[config.mk]
export PLATFORM = sky130hd
export DESIGN_NAME = rx_frame_out_ctrl
export DESIGN_NICKNAME = d
export VERILOG_FILES = /design/src/rtl/rx_ifm_pkg.sv /design/src/rtl/keep_cnt.sv /design/src/rtl/rx_frame_out_ctrl.sv
export SDC_FILE = /design/constraint.sdc
export NUM_CORES = 1
export LEC_CHECK = 0
export ABC_AREA = 1
export CAP_MARGIN = 10
export CORE_MARGIN = 2
export CORE_UTILIZATION = 30
export DETAILED_ROUTE_END_ITERATION = 8
export PLACE_DENSITY_LB_ADDON = 0.12
export SYNTH_ARGS = -nofsm -noshare
export SYNTH_HDL_FRONTEND = slang
export SYNTH_SLANG_ARGS = --single-unit
[constraint.sdc]
create_clock -name s2mm_clk -period 7.2 [get_ports s2mm_clk]
set_input_delay 0.72 -clock s2mm_clk [delete_from_list [all_inputs] [get_ports s2mm_clk]]
set_output_delay 0.72 -clock s2mm_clk [all_outputs]
set_load 0.005 [all_outputs]
[src/rtl/rx_ifm_pkg.sv]
// Shared definitions for the RX frame output controller: FSM encoding,
// control-word layout and the helper that builds each control word.
package rx_ifm_pkg;

  typedef enum logic [2:0] {
    ST_IDLE = 3'd0,
    ST_PASS = 3'd1,
    ST_DROP = 3'd2,
    ST_CTRL = 3'd3,
    ST_DONE = 3'd4
  } state_t;

  localparam int          CTRL_WORDS       = 6;
  localparam logic [31:0] CTRL_WORD0       = 32'h5000_0000;
  localparam int          W3_CSUM_BAD_BIT  = 7;
  localparam int          W3_CSUM_OK_BIT   = 6;
  localparam int          W3_TRUNC_BIT     = 5;
  localparam int          INFO_DROP_BIT    = 7;
  localparam int          INFO_CSUM_OK_BIT = 0;
  localparam int          BYTE_CNT_W       = 16;

  // Returns {last, be[3:0], word[31:0]} for control word idx.
  function automatic logic [36:0] ctrl_word(input logic [2:0]  idx,
                                            input logic        csum_ok,
                                            input logic        trunc,
                                            input logic [15:0] byte_cnt);
    logic [31:0] w;
    logic        last;
    w    = '0;
    last = 1'b0;
    case (idx)
      3'd0: w = CTRL_WORD0;
      3'd3: begin
        w[W3_CSUM_BAD_BIT] = ~csum_ok;
        w[W3_CSUM_OK_BIT]  = csum_ok;
        w[W3_TRUNC_BIT]    = trunc;
      end
      3'd5: begin
        w[15:0] = byte_cnt;
        last    = 1'b1;
      end
      default: w = '0;
    endcase
    return {last, 4'hF, w};
  endfunction

endpackage

[src/rtl/keep_cnt.sv]
// Population count of a byte-enable vector: number of valid bytes in a beat.
module keep_cnt #(
  parameter int C_KEEP_WIDTH = 8,
  parameter int C_OUT_W      = $clog2(C_KEEP_WIDTH + 1)
) (
  input  logic [C_KEEP_WIDTH-1:0] keep,
  output logic [C_OUT_W-1:0]      count
);

  always_comb begin
    count = '0;
    for (int i = 0; i < C_KEEP_WIDTH; i++) begin
      count = count + C_OUT_W'(keep[i]);
    end
  end

endmodule

[src/rtl/rx_frame_out_ctrl.sv]
// Forwards or drops received frames from the data FIFO, truncates oversize
// frames, appends a six-word control record per forwarded frame and keeps stats.
module rx_frame_out_ctrl
  import rx_ifm_pkg::*;
#(
  parameter int C_DATA_WIDTH = 64,
  parameter int C_KEEP_WIDTH = C_DATA_WIDTH / 8,
  parameter int C_MAX_BYTES  = 9600,
  parameter int C_CNT_WIDTH  = 32
) (
  input  logic                                   s2mm_clk,
  input  logic                                   s2mm_resetn,
  input  logic [C_DATA_WIDTH+C_KEEP_WIDTH:0]     data_fifo_rdata,
  input  logic                                   data_fifo_empty,
  output logic                                   data_fifo_rden,
  input  logic [7:0]                             info_fifo_rdata,
  input  logic                                   info_fifo_empty,
  output logic                                   info_fifo_rden,
  output logic [C_DATA_WIDTH+C_KEEP_WIDTH:0]     good_fifo_wdata,
  output logic                                   good_fifo_wren,
  input  logic                                   good_fifo_afull,
  output logic [36:0]                            ctrl_fifo_wdata,
  output logic                                   ctrl_fifo_wren,
  input  logic                                   ctrl_fifo_afull,
  output logic [C_CNT_WIDTH-1:0]                 stat_good_frames,
  output logic [C_CNT_WIDTH-1:0]                 stat_drop_frames,
  output logic [C_CNT_WIDTH-1:0]                 stat_trunc_frames,
  output logic [2:0]                             dbg_state
);

  localparam int          BEAT_W    = C_DATA_WIDTH + C_KEEP_WIDTH + 1;
  localparam int          KC_W      = $clog2(C_KEEP_WIDTH + 1);
  localparam logic [31:0] MAX_BYTES = 32'(C_MAX_BYTES);
  localparam logic [2:0]  LAST_IDX  = 3'(CTRL_WORDS - 1);

  state_t                  state_q, state_d;
  logic                    drop_q, drop_d;
  logic                    csum_ok_q, csum_ok_d;
  logic [BYTE_CNT_W-1:0]   byte_cnt_q, byte_cnt_d;
  logic [2:0]              ctrl_idx_q, ctrl_idx_d;
  logic                    trunc_q, trunc_d;
  logic                    info_rden_q, info_rden_d;
  logic                    good_wren_q, good_wren_d;
  logic [BEAT_W-1:0]       good_wdata_q, good_wdata_d;
  logic                    ctrl_wren_q, ctrl_wren_d;
  logic [36:0]             ctrl_wdata_q, ctrl_wdata_d;
  logic [C_CNT_WIDTH-1:0]  stat_good_q, stat_good_d;
  logic [C_CNT_WIDTH-1:0]  stat_drop_q, stat_drop_d;
  logic [C_CNT_WIDTH-1:0]  stat_trunc_q, stat_trunc_d;

  logic                    data_pop;
  logic [C_KEEP_WIDTH-1:0] beat_keep;
  logic                    beat_last;
  logic [KC_W-1:0]         keep_bytes;
  logic [BYTE_CNT_W:0]     byte_sum;
  logic [BYTE_CNT_W-1:0]   byte_sat;
  logic                    over_max;
  logic                    unused_info_bits;

  assign beat_keep        = data_fifo_rdata[C_DATA_WIDTH +: C_KEEP_WIDTH];
  assign beat_last        = data_fifo_rdata[BEAT_W-1];
  assign unused_info_bits = &{1'b0, info_fifo_rdata[6:1]};

  keep_cnt #(
    .C_KEEP_WIDTH (C_KEEP_WIDTH),
    .C_OUT_W      (KC_W)
  ) u_keep_cnt (
    .keep  (beat_keep),
    .count (keep_bytes)
  );

  // Saturating running byte count; compared against the limit after saturation.
  assign byte_sum = {1'b0, byte_cnt_q} + {{(BYTE_CNT_W + 1 - KC_W){1'b0}}, keep_bytes};
  assign byte_sat = byte_sum[BYTE_CNT_W] ? {BYTE_CNT_W{1'b1}} : byte_sum[BYTE_CNT_W-1:0];
  assign over_max = {{(32 - BYTE_CNT_W){1'b0}}, byte_sat} > MAX_BYTES;

  always_comb begin
    state_d      = state_q;
    drop_d       = drop_q;
    csum_ok_d    = csum_ok_q;
    byte_cnt_d   = byte_cnt_q;
    ctrl_idx_d   = ctrl_idx_q;
    trunc_d      = trunc_q;
    info_rden_d  = 1'b0;
    good_wren_d  = 1'b0;
    good_wdata_d = good_wdata_q;
    ctrl_wren_d  = 1'b0;
    ctrl_wdata_d = ctrl_wdata_q;
    stat_good_d  = stat_good_q;
    stat_drop_d  = stat_drop_q;
    stat_trunc_d = stat_trunc_q;
    data_pop     = 1'b0;

    case (state_q)
      ST_IDLE: begin
        drop_d     = info_fifo_rdata[INFO_DROP_BIT];
        csum_ok_d  = info_fifo_rdata[INFO_CSUM_OK_BIT];
        byte_cnt_d = '0;
        ctrl_idx_d = '0;
        trunc_d    = 1'b0;
        if (!info_fifo_empty) begin
          if (info_fifo_rdata[INFO_DROP_BIT]) begin
            state_d = ST_DROP;
          end else if (!good_fifo_afull) begin
            state_d = ST_PASS;
          end
        end
      end
      ST_PASS: begin
        if (!data_fifo_empty && !good_fifo_afull) begin
          data_pop   = 1'b1;
          byte_cnt_d = byte_sat;
          // Once over the limit, the rest of the frame is consumed silently.
          if (trunc_q || over_max) begin
            trunc_d = 1'b1;
          end else begin
            good_wren_d  = 1'b1;
            good_wdata_d = data_fifo_rdata;
          end
          if (beat_last) begin
            state_d     = ST_CTRL;
            info_rden_d = 1'b1;
          end
        end
      end
      ST_DROP: begin
        if (!data_fifo_empty) begin
          data_pop = 1'b1;
          if (beat_last) begin
            state_d     = ST_DONE;
            info_rden_d = 1'b1;
          end
        end
      end
      ST_CTRL: begin
        if (!ctrl_fifo_afull) begin
          ctrl_wren_d  = 1'b1;
          ctrl_wdata_d = ctrl_word(ctrl_idx_q, csum_ok_q, trunc_q, byte_cnt_q);
          if (ctrl_idx_q == LAST_IDX) begin
            state_d = ST_DONE;
          end else begin
            ctrl_idx_d = ctrl_idx_q + 3'd1;
          end
        end
      end
      ST_DONE: begin
        if (drop_q) begin
          stat_drop_d = stat_drop_q + C_CNT_WIDTH'(1);
        end else if (trunc_q) begin
          stat_trunc_d = stat_trunc_q + C_CNT_WIDTH'(1);
        end else begin
          stat_good_d = stat_good_q + C_CNT_WIDTH'(1);
        end
        state_d = ST_IDLE;
      end
      default: state_d = ST_IDLE;
    endcase
  end

  always_ff @(posedge s2mm_clk) begin
    if (!s2mm_resetn) begin
      state_q      <= ST_IDLE;
      drop_q       <= 1'b0;
      csum_ok_q    <= 1'b0;
      byte_cnt_q   <= '0;
      ctrl_idx_q   <= '0;
      trunc_q      <= 1'b0;
      info_rden_q  <= 1'b0;
      good_wren_q  <= 1'b0;
      good_wdata_q <= '0;
      ctrl_wren_q  <= 1'b0;
      ctrl_wdata_q <= '0;
      stat_good_q  <= '0;
      stat_drop_q  <= '0;
      stat_trunc_q <= '0;
    end else begin
      state_q      <= state_d;
      drop_q       <= drop_d;
      csum_ok_q    <= csum_ok_d;
      byte_cnt_q   <= byte_cnt_d;
      ctrl_idx_q   <= ctrl_idx_d;
      trunc_q      <= trunc_d;
      info_rden_q  <= info_rden_d;
      good_wren_q  <= good_wren_d;
      good_wdata_q <= good_wdata_d;
      ctrl_wren_q  <= ctrl_wren_d;
      ctrl_wdata_q <= ctrl_wdata_d;
      stat_good_q  <= stat_good_d;
      stat_drop_q  <= stat_drop_d;
      stat_trunc_q <= stat_trunc_d;
    end
  end

  assign data_fifo_rden    = data_pop;
  assign info_fifo_rden    = info_rden_q;
  assign good_fifo_wren    = good_wren_q;
  assign good_fifo_wdata   = good_wdata_q;
  assign ctrl_fifo_wren    = ctrl_wren_q;
  assign ctrl_fifo_wdata   = ctrl_wdata_q;
  assign stat_good_frames  = stat_good_q;
  assign stat_drop_frames  = stat_drop_q;
  assign stat_trunc_frames = stat_trunc_q;
  assign dbg_state         = state_q;

endmodule

* Word-level counts from Yosys, hierarchy flattened
Index checks and enable logic that the tools add are counted.
Storage, ports and cells: bits in registers 234, bits of input ports 87, output and inout bits 213, logic and storage cells 100
Operators by class: add/sub/neg operators 12, order comparisons 1, equality and inequality tests 16, muxes and demuxes 33, bitwise logic cells 5, reduce and logical (&&, ||, !) cells 19
Operator list (count):
- 32-bit by 1-bit adder with 32-bit output (second input constant) | 3
- 3-bit 2-to-1 mux | 11
- 16-bit 2-to-1 mux | 2
- 16-bit case mux with 2 select lines | 1
- 4-bit by 1-bit adder with 4-bit output | 6
- 2-bit != test (second input constant) | 9
- 3-bit AND reduction | 6
- 16-bit by 4-bit adder with 17-bit output | 1
- 16-bit by 14-bit > comparator with 1-bit output (second input constant) | 1
- 15-bit 2-to-1 mux | 1
- 3-bit case mux with 2 select lines | 2
- 3-bit case mux with 4 select lines | 1
- 1-bit 2-to-1 mux | 10
- 3-bit by 2-bit == test with 1-bit output (second input constant) | 3
- 8-bit 2-to-1 mux | 1
- 2-bit AND reduction | 4
- 8-bit AND reduction | 1
- 3-bit == test (second input constant) | 2
- 3-bit zero test | 2
- 1-bit case mux with 2 select lines | 3
- 5-bit 2-to-1 mux | 1
- 1-bit inverter | 5
- 2-bit nonzero test | 2
- 3-bit by 1-bit adder with 3-bit output (second input constant) | 1
- other kinds (6) | 7

* Logic depth before layout (Yosys ltp)
Gate-level depths: netlist of run 1.
depth after elaboration 14, depth in mapped cells 29, gate-level depth less buffers 27

* Hierarchy
A second synthesis of run 1 with hierarchy kept.
Second synthesis, totals: cells, all modules 1623, area total of the unflattened synthesis 10946.7 um^2
By module, submodules not included:
- rx_frame_out_ctrl | times used 1, cells an instance 1594, area each 10745.3 um^2, seq. area each 4324.1 um^2
- keep_cnt | times used 1, cells an instance 29, area each 201.4 um^2, seq. area each 0.0 um^2

* Least setup slack after synthesis of run 1
Ideal clock, no wire load.
kind input to register, start point input port data_fifo_rdata[64], end point register good_wdata_q[65] (netlist: good_fifo_wdata[65]), setup time 110 ps, data arrival time 4686 ps, data required time 7090 ps, setup slack 2404 ps, stages on the path 21, buffers on the path 2, cell sequence ha_1 inv_1 fa_1 fa_1 fa_1 fa_1 fa_1 inv_1 nand3_1 nand2_2 nand4_2 nand3_1 nand2_1 nor2_2 nand3_1 nand2_2 buf_4 buf_4 nand4_1 nand2_1 nor2_1
On the way: word-level cells in the longest chain between the ends 13
RTL lines:
- start: declaration | line rx_frame_out_ctrl.sv:13 | input logic [C_DATA_WIDTH+C_KEEP_WIDTH:0] data_fifo_rdata,
- 1-bit by 1-bit adder with 2-bit output | line keep_cnt.sv:13 | count = count + C_OUT_W'(keep[i]);
- 4-bit by 1-bit adder with 4-bit output (6 in series) | line keep_cnt.sv:13
- 16-bit by 4-bit adder with 17-bit output | line rx_frame_out_ctrl.sv:73 | assign byte_sum = {1'b0, byte_cnt_q} + {{(BYTE_CNT_W + 1 - KC_W){1'b0}}, keep_bytes};
- 16-bit 2-to-1 mux | line rx_frame_out_ctrl.sv:74 | assign byte_sat = byte_sum[BYTE_CNT_W] ? {BYTE_CNT_W{1'b1}} : byte_sum[BYTE_CNT_W-1:0];
- 16-bit by 14-bit > comparator with 1-bit output | line rx_frame_out_ctrl.sv:75 | assign over_max = {{(32 - BYTE_CNT_W){1'b0}}, byte_sat} > MAX_BYTES;
- 1-bit logical OR | line rx_frame_out_ctrl.sv:114 | if (trunc_q || over_max) begin
- 1-bit inverter (no line)
- 3-bit AND reduction (no line)
- end signal: assignment | line rx_frame_out_ctrl.sv:185 | good_wdata_q <= good_wdata_d;
- end: declaration | line rx_frame_out_ctrl.sv:44 | logic [BEAT_W-1:0] good_wdata_q, good_wdata_d;
Every way passes these cells. A chain may end at the register's enable or synchronous reset.

* Worst setup path in the final report of run 1
start point input port data_fifo_rdata[65], end point register good_wdata_q[57] (netlist: good_fifo_wdata[57])
The elaborated chain is that of the path after synthesis.

==> flow_summary.yaml, run 1 <==
layout:
  number_of_nets_in_the_layout: 2050
  drive_above_1_share_pct: 5.298
  layout.filler_cells: 3887
  multi_input_area_um2: 5032
  area_growth_pct: 35.32
  antennaDiodeCount: 0
  ff_latch_area_um2: 4324
clock_network:
  tritoncts: "yes"
  cts.sink_count: 216
  post_cts.repair.setup_buffers: 0
  cts_inserted_buffers: 27
  cts_resizes: 0
  clk_pin_slew_worst_paths_ns: 0.06
  cts_max_level: 1
  clock_path_buffers: 3
  clk_root_buffer_cell: "clkbuf_16"
  cts.hold.buffers_added: 0
  worstSkewPairLatency_ns: 0.54
floorplan:
  die_y_um: 196.8
  io-pin-count: 300
  initial_utilization_pct: 30.45
  placementRows: 70
  die_area_um2: 38710
  fp.coreArea_um2: 36610
  floorplan.die.width_um: 196.8
yosys:
  synth-seq-area-share_pct: 38.79
  netlist_instances: 1694
  yosys.area.top_type_share_pct: 38.79
  synthesis.area_um2: 11150
  synth_flop_cell: "dfxtp_1"
  synth_top_cells_by_area: "dfxtp_1 39%, nand2_1 13%, inv_1 12%, nor2_1 6.9%, nand4_1 5.2%"
  yosys_warnings: 0
  synth_edf_count: 0
  async_flop_share_pct: 0
  syn_area_per_cell_um2: 6.580
  synth_area_leader_cell: "dfxtp_1"
  ys_types: 45
  postSynthRegisterBits: 216
global_routing:
  first_global_vias: 10340
  global_route.usage.total_pct: 17.26
  grt_start_max_net_pins: 80
  overflow: 0
  grt_pass1_wl_um: 54600
  grt_antenna_before_repair: 0
detailed_routing:
  routed_wire_length_per_instance_um: 14.10
  drt_iter0_drc: 538
  post-route-drc-count: 0
  ant_nets: 0
  dr_pass1_iterations: 5
  totalWireLength_um: 34270
  route.vias.total: 10950
  detail_route.vias_per_cell: 4.503
power:
  combinationalPowerShare_pct: 19.8
  pwr_density_cell_nw_per_um2: 220.5
  p_int_mw: 2.362
  netSwitchingPower_mw: 0.9637
  vdd.ir_drop.worst_mv: 0.1670
  p_clk_share_pct: 41.2
  total_leakage_power_nw: 6.116
  seq_power_share_pct: 38.9
  sw_ratio_pct: 28.97
timing:
  fin_crit_ns: 5.513
  setup_repair_after_global_routing_missed_its_margin: "no"
  worst-slew-pin-transition_ns: 0.9772
  timing.final.ws_setup_ns: 1.687
  timing.final.setup_violations: 0
  fmax_mhz: 181.4
  final.setup_skew_ns: 0.01085
  slew_violations: 0
  final_hold_viol_count: 0
  finalSetupTns_ns: 0
  crit_share_post_route_pct: 76.57
  relative_max_transition_margin_pct: 34.61
placed_design:
  io_buffers: 279
  place_congestion: 0.8120
  place_worst_setup_slack_ns: 1.155
  dp.final_hpwl_um: 24060
worst_setup_path:
  cp.required_ns: 7.63
  timing.critical_path.from_type: "input port"
  critical_path.startpoint: "data_fifo_rdata[65]"
  critical_path.max_fanout: 49
  timing.critical_path.arrival_ns: 5.94
  reg2reg_depth: 16
  worst_path_max_delay_cell: "fa_1"
  worstSetupPathType: "in2reg"
  slowest_delay_ns: 0.49
  worst_path_most_repeated_cell: "fa_1"
  cp_cell_sequence: "clkdlybuf4s50_1, ha_1, inv_1, fa_1, fa_1, fa_1, fa_1, fa_1, inv_1, nand3_1, nand2_2, nand4_2, nand3_1, nand2_1, nor2_2, nand3_1, nand2_2, buf_4, nand4_1, nand2_1, nor2_1"
  timing.rr.start: "byte_cnt_q[0]"
  worst_setup_path_end_kind: "register"
hold_path:
  holdPathStages: 2
  min-delay-path-class: "reg2reg"
  min-delay-start: "ctrl_fifo_wdata[11]"
outcome:
  status: "finished clean"
flow_run:
  maxCapViolations: 0
==> worst paths after layout <==
path	end	slack, ns
worst max-delay path	good_fifo_wdata[57]	1.69
worst min-delay path	ctrl_fifo_wdata[11]	0.46
worst max register to register	good_fifo_wdata[57]	3.86
worst min register to register	ctrl_fifo_wdata[11]	0.46
==> synthesized netlist by cell type, types with 5 or more instances <==
cell      instances
nor3_1           45
a211oi_1          5
xor2_1           15
inv_1           344
o21ai_0          62
nand3_1          52
nand2_1         372
a21oi_1          89
ha_1             14
dfxtp_1         216
nor2_1          204
buf_6            10
nand4_1          92
xnor2_1           6
buf_4            22
clkbuf_1         42
inv_2            27
nor4_1            9
fa_1              5
nor2_2            6
==> layout by cell type (no fill, tap or decap), types with 5 or more instances in the layout <==
cell / netlist / final
clkdlybuf4s50_1: 0 / 278
nand4_1: 92 / 92
nor3_1: 45 / 45
clkbuf_16: 0 / 27
nor4_1: 9 / 9
a21oi_1: 89 / 89
clkbuf_1: 42 / 8
ha_1: 14 / 14
xnor2_1: 6 / 6
nor2_2: 6 / 6
buf_4: 22 / 8
a211oi_1: 5 / 5
clkinv_2: 0 / 5
inv_1: 344 / 343
inv_2: 27 / 28
nor2_1: 204 / 202
fa_1: 5 / 5
xor2_1: 15 / 15
nand2_1: 372 / 372
nand3_1: 52 / 52
o21ai_0: 62 / 62
conb_1: 1 / 14
dfxtp_1: 216 / 216
==> routing by layer <==
layer | part of all wire (%) | routed length [um] | global-route usage, % | up-vias
li1 | - | - | - | 5725
met1 | 46 | 15920 | 22.48 | 4887
met2 | 44 | 15040 | 28.33 | 293
met3 | 7.7 | 2650 | 4.569 | 42
met4 | 1.9 | 656 | 4.372 | 0
met5 | 0 | 0 | 0 | -
==> flip-flops by register name, summed over array words and instances (netlist names) <==
signal / cells
ctrl_fifo_wren: 1
stat_trunc_frames: 32
stat_good_frames: 32
csum_ok_q: 1
drop_q: 1
good_fifo_wdata: 73
stat_drop_frames: 32
ctrl_fifo_wdata: 19
ctrl_idx_q: 3
info_fifo_rden: 1
good_fifo_wren: 1
trunc_q: 1
dbg_state: 3
byte_cnt_q: 16
==> power groups by stage <==
stage,registers (mW),logic (mW),clock network [mW]
final,1.29,0.660,1.37
after global placement,1.32,0.654,0
after detailed placement,1.32,0.659,0
after CTS,1.29,0.663,1.42
after floorplan,1.32,0.394,0
after global routing,1.30,0.748,1.47
==> cell families after synthesis <==
| group | after synthesis | share of synthesized area [%] |
|---|---|---|
| compound gates | 176 | 8.508 |
| xor+xnor | 21 | 1.650 |
| fa+ha+maj | 19 | 2.469 |
| buf+inv | 451 | 16.63 |
| flops | 216 | 38.79 |
| other cells | 1 | 0.03364 |
| simple gates | 810 | 31.91 |
==> cell type report <==
cell class / instances / share of cell area (%)
flip-flops and latches: 216 / 28.67
clock inverters: 9 / 0.8129
repair buffers: 287 / 18.98
multi-input cells: 1040 / 33.36
well taps: 468 / 3.882
inverters: 372 / 9.257
clock buffers: 39 / 5.043
==> stage by stage <==
step                instance area (um2)  std cells  util, %  hold WS (ns)  power (mW)
finish                            15080       2431    41.20        0.4614       3.326
global route                      15080       2431    41.20        0.4871       3.519
floorplan                         11200       1707        -        0.4531       1.715
global placement                  14190       2382    38.77        0.4539       1.973
CTS                               15080       2430    41.18        0.4653       3.380
detailed placement                14190       2382    38.77        0.4573       1.980
==> worst max-delay path, delay by kind of cell <==
kind | cells | cell delay, ns
fa+ha+maj | 6 | 2.56
buf+inv | 4 | 1.08
simple gates | 11 | 1.52
(Power assumes the default switching activity.)
==> inputs of run 2 (changes only) <==
==> constraint.sdc (replaced) <==
create_clock -name s2mm_clk -period 5.3 [get_ports s2mm_clk]
set_input_delay 0.53 -clock s2mm_clk [delete_from_list [all_inputs] [get_ports s2mm_clk]]
set_output_delay 0.53 -clock s2mm_clk [all_outputs]
set_load 0.005 [all_outputs]
==> flow_summary.yaml, run 2 (synthesized netlist as in run 1, its figures left out) <==
timing:
  crit_share_post_route_pct: 92.49
  final_hold_viol_count: 0
  final.setup_skew_ns: 0.01014
  relative_max_transition_margin_pct: 18.00
  timing.final.setup_violations: 0
  worst-slew-pin-transition_ns: 1.225
  slew_violations: 0
  fmax_mhz: 204.0
  timing.final.ws_setup_ns: 0.3980
  fin_crit_ns: 4.902
  setup_repair_after_global_routing_missed_its_margin: "no"
layout:
  mostFrequentLayoutCells: "372 x nand2_1, 343 x inv_1, 278 x clkdlybuf4s50_1, 216 x dfxtp_1, 202 x nor2_1"
  layout_commonest_cell: "nand2_1"
  antennaDiodeCount: 0
  largest_reg_flops: 73
  drive_above_1_share_pct: 6.890
  area_growth_pct: 39.21
  layout.filler_cells: 3877
  number_of_nets_in_the_layout: 2088
floorplan:
  die_y_um: 196.8
  initial_utilization_pct: 30.45
  io-pin-count: 300
  fp.coreArea_um2: 36610
  floorplan.die.width_um: 196.8
  die_area_um2: 38710
  placementRows: 70
detailed_routing:
  ant_nets: 0
  detail_route.vias_per_cell: 4.512
  route.vias.total: 11150
  post-route-drc-count: 0
  routed_wire_length_per_instance_um: 14.44
  drt_iter0_drc: 472
  dr_pass1_iterations: 5
  totalWireLength_um: 35690
worst_setup_path:
  timing.rr.start: "byte_cnt_q[0]"
  worstSetupPathType: "in2reg"
  timing.critical_path.from_type: "input port"
  critical_path.startpoint: "data_fifo_rdata[64]"
  critical_path.max_fanout: 10
  worst_setup_path_end_kind: "register"
  timing.critical_path.arrival_ns: 5.39
  cp.required_ns: 5.78
hold_path:
  min-delay-start: "ctrl_fifo_wdata[36]"
  min-delay-path-class: "reg2reg"
power:
  pwr_density_cell_nw_per_um2: 289.2
  vdd.ir_drop.worst_mv: 0.2426
  total_design_power_mw: 4.487
  total_leakage_power_nw: 6.367
global_routing:
  grt_pass1_wl_um: 55870
  grt_antenna_before_repair: 0
  grt_start_max_net_pins: 76
  global_route.usage.total_pct: 17.58
  overflow: 0
  first_global_vias: 10740
clock_network:
  cts_max_level: 1
  worstSkewPairLatency_ns: 0.55
  clock_path_buffers: 3
  clk_root_buffer_cell: "clkbuf_16"
  cts_inserted_buffers: 28
  clk_pin_slew_worst_paths_ns: 0.05
  tritoncts: "yes"
  cts.sink_count: 216
placed_design:
  place_worst_setup_slack_ns: -0.2368
  io_buffers: 279
  place_congestion: 0.8095
  dp.final_hpwl_um: 24850
outcome:
  status: "finished clean"
flow_run:
  maxCapViolations: 0
==> run 2: cell count changes in the layout (fill, tap and decap cells not counted), moves of 2 or more <==
cell	before	now
buf_12	1	8
buf_4	8	32
buf_6	0	2
bufinv_16	3	0
clkbuf_1	8	15
clkbuf_16	27	33
clkinv_2	5	2
==> run 2: path summary, 6_finish.rpt <==
kind                                       endpoint  slack (ns)  cells after the start
worst max-delay path            good_fifo_wdata[19]        0.40                     25
worst min register to register  ctrl_fifo_wdata[36]        0.46                      2
worst max register to register  good_fifo_wdata[19]        2.42                     20
worst min-delay path            ctrl_fifo_wdata[36]        0.46                      2
==> run 2: repair_timing <==
item	4_1_cts	5_1_grt
hold buffers	0	0
setup buffers	0	2
gates resized for setup	0	3
endpoints found under the setup margin	0	72
==> run 2: layer usage <==
metal / up-vias / share of wire [%] / GRT usage [%]
met5: - / 0 / 0
met4: 0 / 2.0 / 4.818
met3: 47 / 7.3 / 4.363
met2: 293 / 45 / 29.21
met1: 5000 / 45 / 22.68
li1: 5808 / - / -
==> run 2: area by class of cell <==
class / count / area, um2 / share of cell area [%]
multi-input cells: 1040 / 5051 / 32.55
clock inverters: 3 / 17.52 / 0.1129
flip-flops and latches: 216 / 4324 / 27.87
well taps: 468 / 585.6 / 3.774
inverters: 372 / 1396 / 8.999
repair buffers: 324 / 3306 / 21.30
clock buffers: 48 / 837.1 / 5.394
==> run 2: critical path, cell delays in order <==
cell and delay [ns]:
clkdlybuf4s50_1 0.44, ha_1 0.29, inv_1 0.04, fa_1 0.50
fa_1 0.43, fa_1 0.42, fa_2 0.35, xnor2_1 0.14
ha_1 0.36, nand3_1 0.13, nand2_2 0.11, nand2_1 0.14
nor2_4 0.07, or2_1 0.22, nor2_1 0.10, nand2_1 0.09
nor2_1 0.11, nand3_1 0.09, nand2_2 0.14, nand3_4 0.09
buf_12 0.20, clkbuf_16 0.17, nand2_1 0.08, inv_2 0.03
nor2_1 0.09
==> run 2: through the flow <==
stage / hold slack (ns) / util (%) / cells / instance area (um2) / setup TNS [ns]
4_1_cts: 0.4446 / 41.92 / 2463 / 15350 / 0
3_5_place_dp: 0.4533 / 39.59 / 2412 / 14490 / -15.49
2_1_floorplan: 0.4531 / - / 1707 / 11200 / 0
5_1_grt: 0.4761 / 42.39 / 2471 / 15520 / 0
6_report: 0.4637 / 42.39 / 2471 / 15520 / 0
3_3_place_gp: 0.4542 / 39.59 / 2412 / 14490 / -11.07
==> run 2: power by group <==
group          internal [mW]  switching (mW)  total (mW)
Sequential              1.71          0.0514        1.76
Clock                   1.06           0.727        1.79
Combinational          0.398           0.543       0.941
==> inputs of run 3 (changes only) <==
--- a/config.mk
+++ b/config.mk
@@ -10,7 +10,8 @@
 export CORE_MARGIN = 2
 export CORE_UTILIZATION = 30
 export DETAILED_ROUTE_END_ITERATION = 8
-export PLACE_DENSITY_LB_ADDON = 0.12
+export HOLD_SLACK_MARGIN = 0.03
+export PLACE_DENSITY_LB_ADDON = 0.05
 export SYNTH_ARGS = -nofsm -noshare
 export SYNTH_HDL_FRONTEND = slang
 export SYNTH_SLANG_ARGS = --single-unit
==> flow_summary.yaml, run 3 (synthesized netlist as in run 1, its figures left out) <==
worst_setup_path:
  timing.critical_path.arrival_ns: 5.44
  slowest_delay_ns: 0.49
  critical-path-top-delay-family: "adder cells"
  worst_path_max_delay_cell: "fa_1"
  worst_path_most_repeated_cell: "nand2_1"
  worstSetupPathType: "in2reg"
  timing.critical_path.from_type: "input port"
  worst_setup_path_end_kind: "register"
  cp.required_ns: 5.79
  crit_buf_inv: 4
  critical_path.max_fanout: 19
placed_design:
  dp.final_hpwl_um: 24920
  io_buffers: 279
  place_congestion: 0.8143
  postPlaceCellArea_um2: 14480
  dp.cells: 2412
  place_worst_setup_slack_ns: -0.3209
clock_network:
  tritoncts: "yes"
  worstSkewPairLatency_ns: 0.55
  clock_path_buffers: 3
  clk_root_buffer_cell: "clkbuf_16"
  cts.sink_count: 216
  clk_pin_slew_worst_paths_ns: 0.06
  cts_inserted_buffers: 28
  cts_max_level: 1
power:
  pwr_density_cell_nw_per_um2: 297.3
  total_leakage_power_nw: 6.369
  p_int_mw: 3.268
  p_clk_share_pct: 41.9
  vdd.ir_drop.worst_mv: 0.2754
  sw_ratio_pct: 29.16
  combinationalPowerShare_pct: 20.0
  total_design_power_mw: 4.612
  seq_power_share_pct: 38.1
  netSwitchingPower_mw: 1.345
detailed_routing:
  detail_route.vias_per_cell: 4.459
  ant_nets: 0
  dr_pass1_iterations: 4
  post-route-drc-count: 0
  routed_wire_length_per_instance_um: 14.29
  route.vias.total: 11000
  drt_iter0_drc: 440
  totalWireLength_um: 35250
outcome:
  status: "finished clean"
timing:
  final_hold_viol_count: 0
  worst-slew-pin-transition_ns: 0.9944
  crit_share_post_route_pct: 93.42
  fin_crit_ns: 4.951
  timing.final.setup_violations: 0
  fmax_mhz: 202.0
  setup_repair_after_global_routing_missed_its_margin: "no"
  timing.final.ws_setup_ns: 0.3488
  worst_hold_slack_ns: 0.4622
  slew_violations: 0
  relative_max_transition_margin_pct: 33.46
  finalSetupTns_ns: 0
  final.setup_skew_ns: 0.01311
floorplan:
  floorplan.die.width_um: 196.8
  die_y_um: 196.8
  die_area_um2: 38710
  io-pin-count: 300
  fp.coreArea_um2: 36610
  placementRows: 70
  initial_utilization_pct: 30.45
layout:
  largest_reg_flops: 73
  number_of_nets_in_the_layout: 2081
  mostFrequentLayoutCells: "372 x nand2_1, 343 x inv_1, 278 x clkdlybuf4s50_1, 216 x dfxtp_1, 201 x nor2_1"
  layout.filler_cells: 3827
  fin_util_pct: 42.38
  drive_above_1_share_pct: 7.361
  final_area_um2: 15510
  finish.cell_count_without_fillers: 2467
  area_growth_pct: 39.17
  layout_commonest_cell: "nand2_1"
global_routing:
  first_global_vias: 10350
  grt_pass1_wl_um: 55030
  grt_start_max_net_pins: 86
  grt_antenna_before_repair: 3
  global_route.usage.total_pct: 17.53
  overflow: 0
hold_path:
  min-delay-path-class: "reg2reg"
flow_run:
  maxCapViolations: 0
-- run 3: tightest hold or removal path, cell delays in order (launching register included) --
cell and delay [ns]:
dfxtp_1 0.31, nand2_1 0.06, a21oi_1 0.05
-- run 3: final timing paths --
| check | start | to | slack [ns] | cells past startpoint |
|---|---|---|---|---|
| setup / recovery | data_fifo_rdata[64] | good_fifo_wdata[50] | 0.35 | 26 |
| hold / removal | ctrl_fifo_wdata[5] | ctrl_fifo_wdata[5] | 0.46 | 2 |
| setup reg to reg | byte_cnt_q[0] | good_fifo_wdata[50] | 2.34 | 19 |
| hold reg to reg | ctrl_fifo_wdata[5] | ctrl_fifo_wdata[5] | 0.46 | 2 |
-- run 3: power groups by stage --
stage | logic, mW | clock network (mW) | registers (mW)
2_1_floorplan | 0.536 | 0 | 1.79
3_3_place_gp | 0.918 | 0 | 1.79
3_5_place_dp | 0.920 | 0 | 1.79
4_1_cts | 0.927 | 2.01 | 1.76
5_1_grt | 1.04 | 2.08 | 1.77
6_report | 0.921 | 1.93 | 1.76
-- run 3: layout make-up --
| type | count | area [um2] | area share, % |
|---|---|---|---|
| Antenna cell | 2 | 5.005 | 0.03226 |
| Clock buffer | 39 | 822.0 | 5.299 |
| Clock inverter | 13 | 128.9 | 0.8307 |
| Inverter | 372 | 1396 | 9.001 |
| Multi-Input combinational cell | 1040 | 5076 | 32.72 |
| Sequential cell | 216 | 4324 | 27.87 |
| Tap cell | 468 | 585.6 | 3.775 |
| Timing Repair Buffer | 317 | 3176 | 20.47 |
-- run 3: per-layer routing --
layer / vias up / GRT usage (%) / part of all wire [%]
met3: 38 / 4.569 / 6.6
met5: - / 0 / 0.037
met2: 224 / 29.72 / 46
li1: 5793 / - / -
met1: 4943 / 22.31 / 45
met4: 2 / 3.954 / 1.5
-- run 3: timing repair --
action	in CTS	in global routing
resized for setup	0	10
setup endpoints to repair	0	62
setup buffers	0	0
hold buffers	0	0
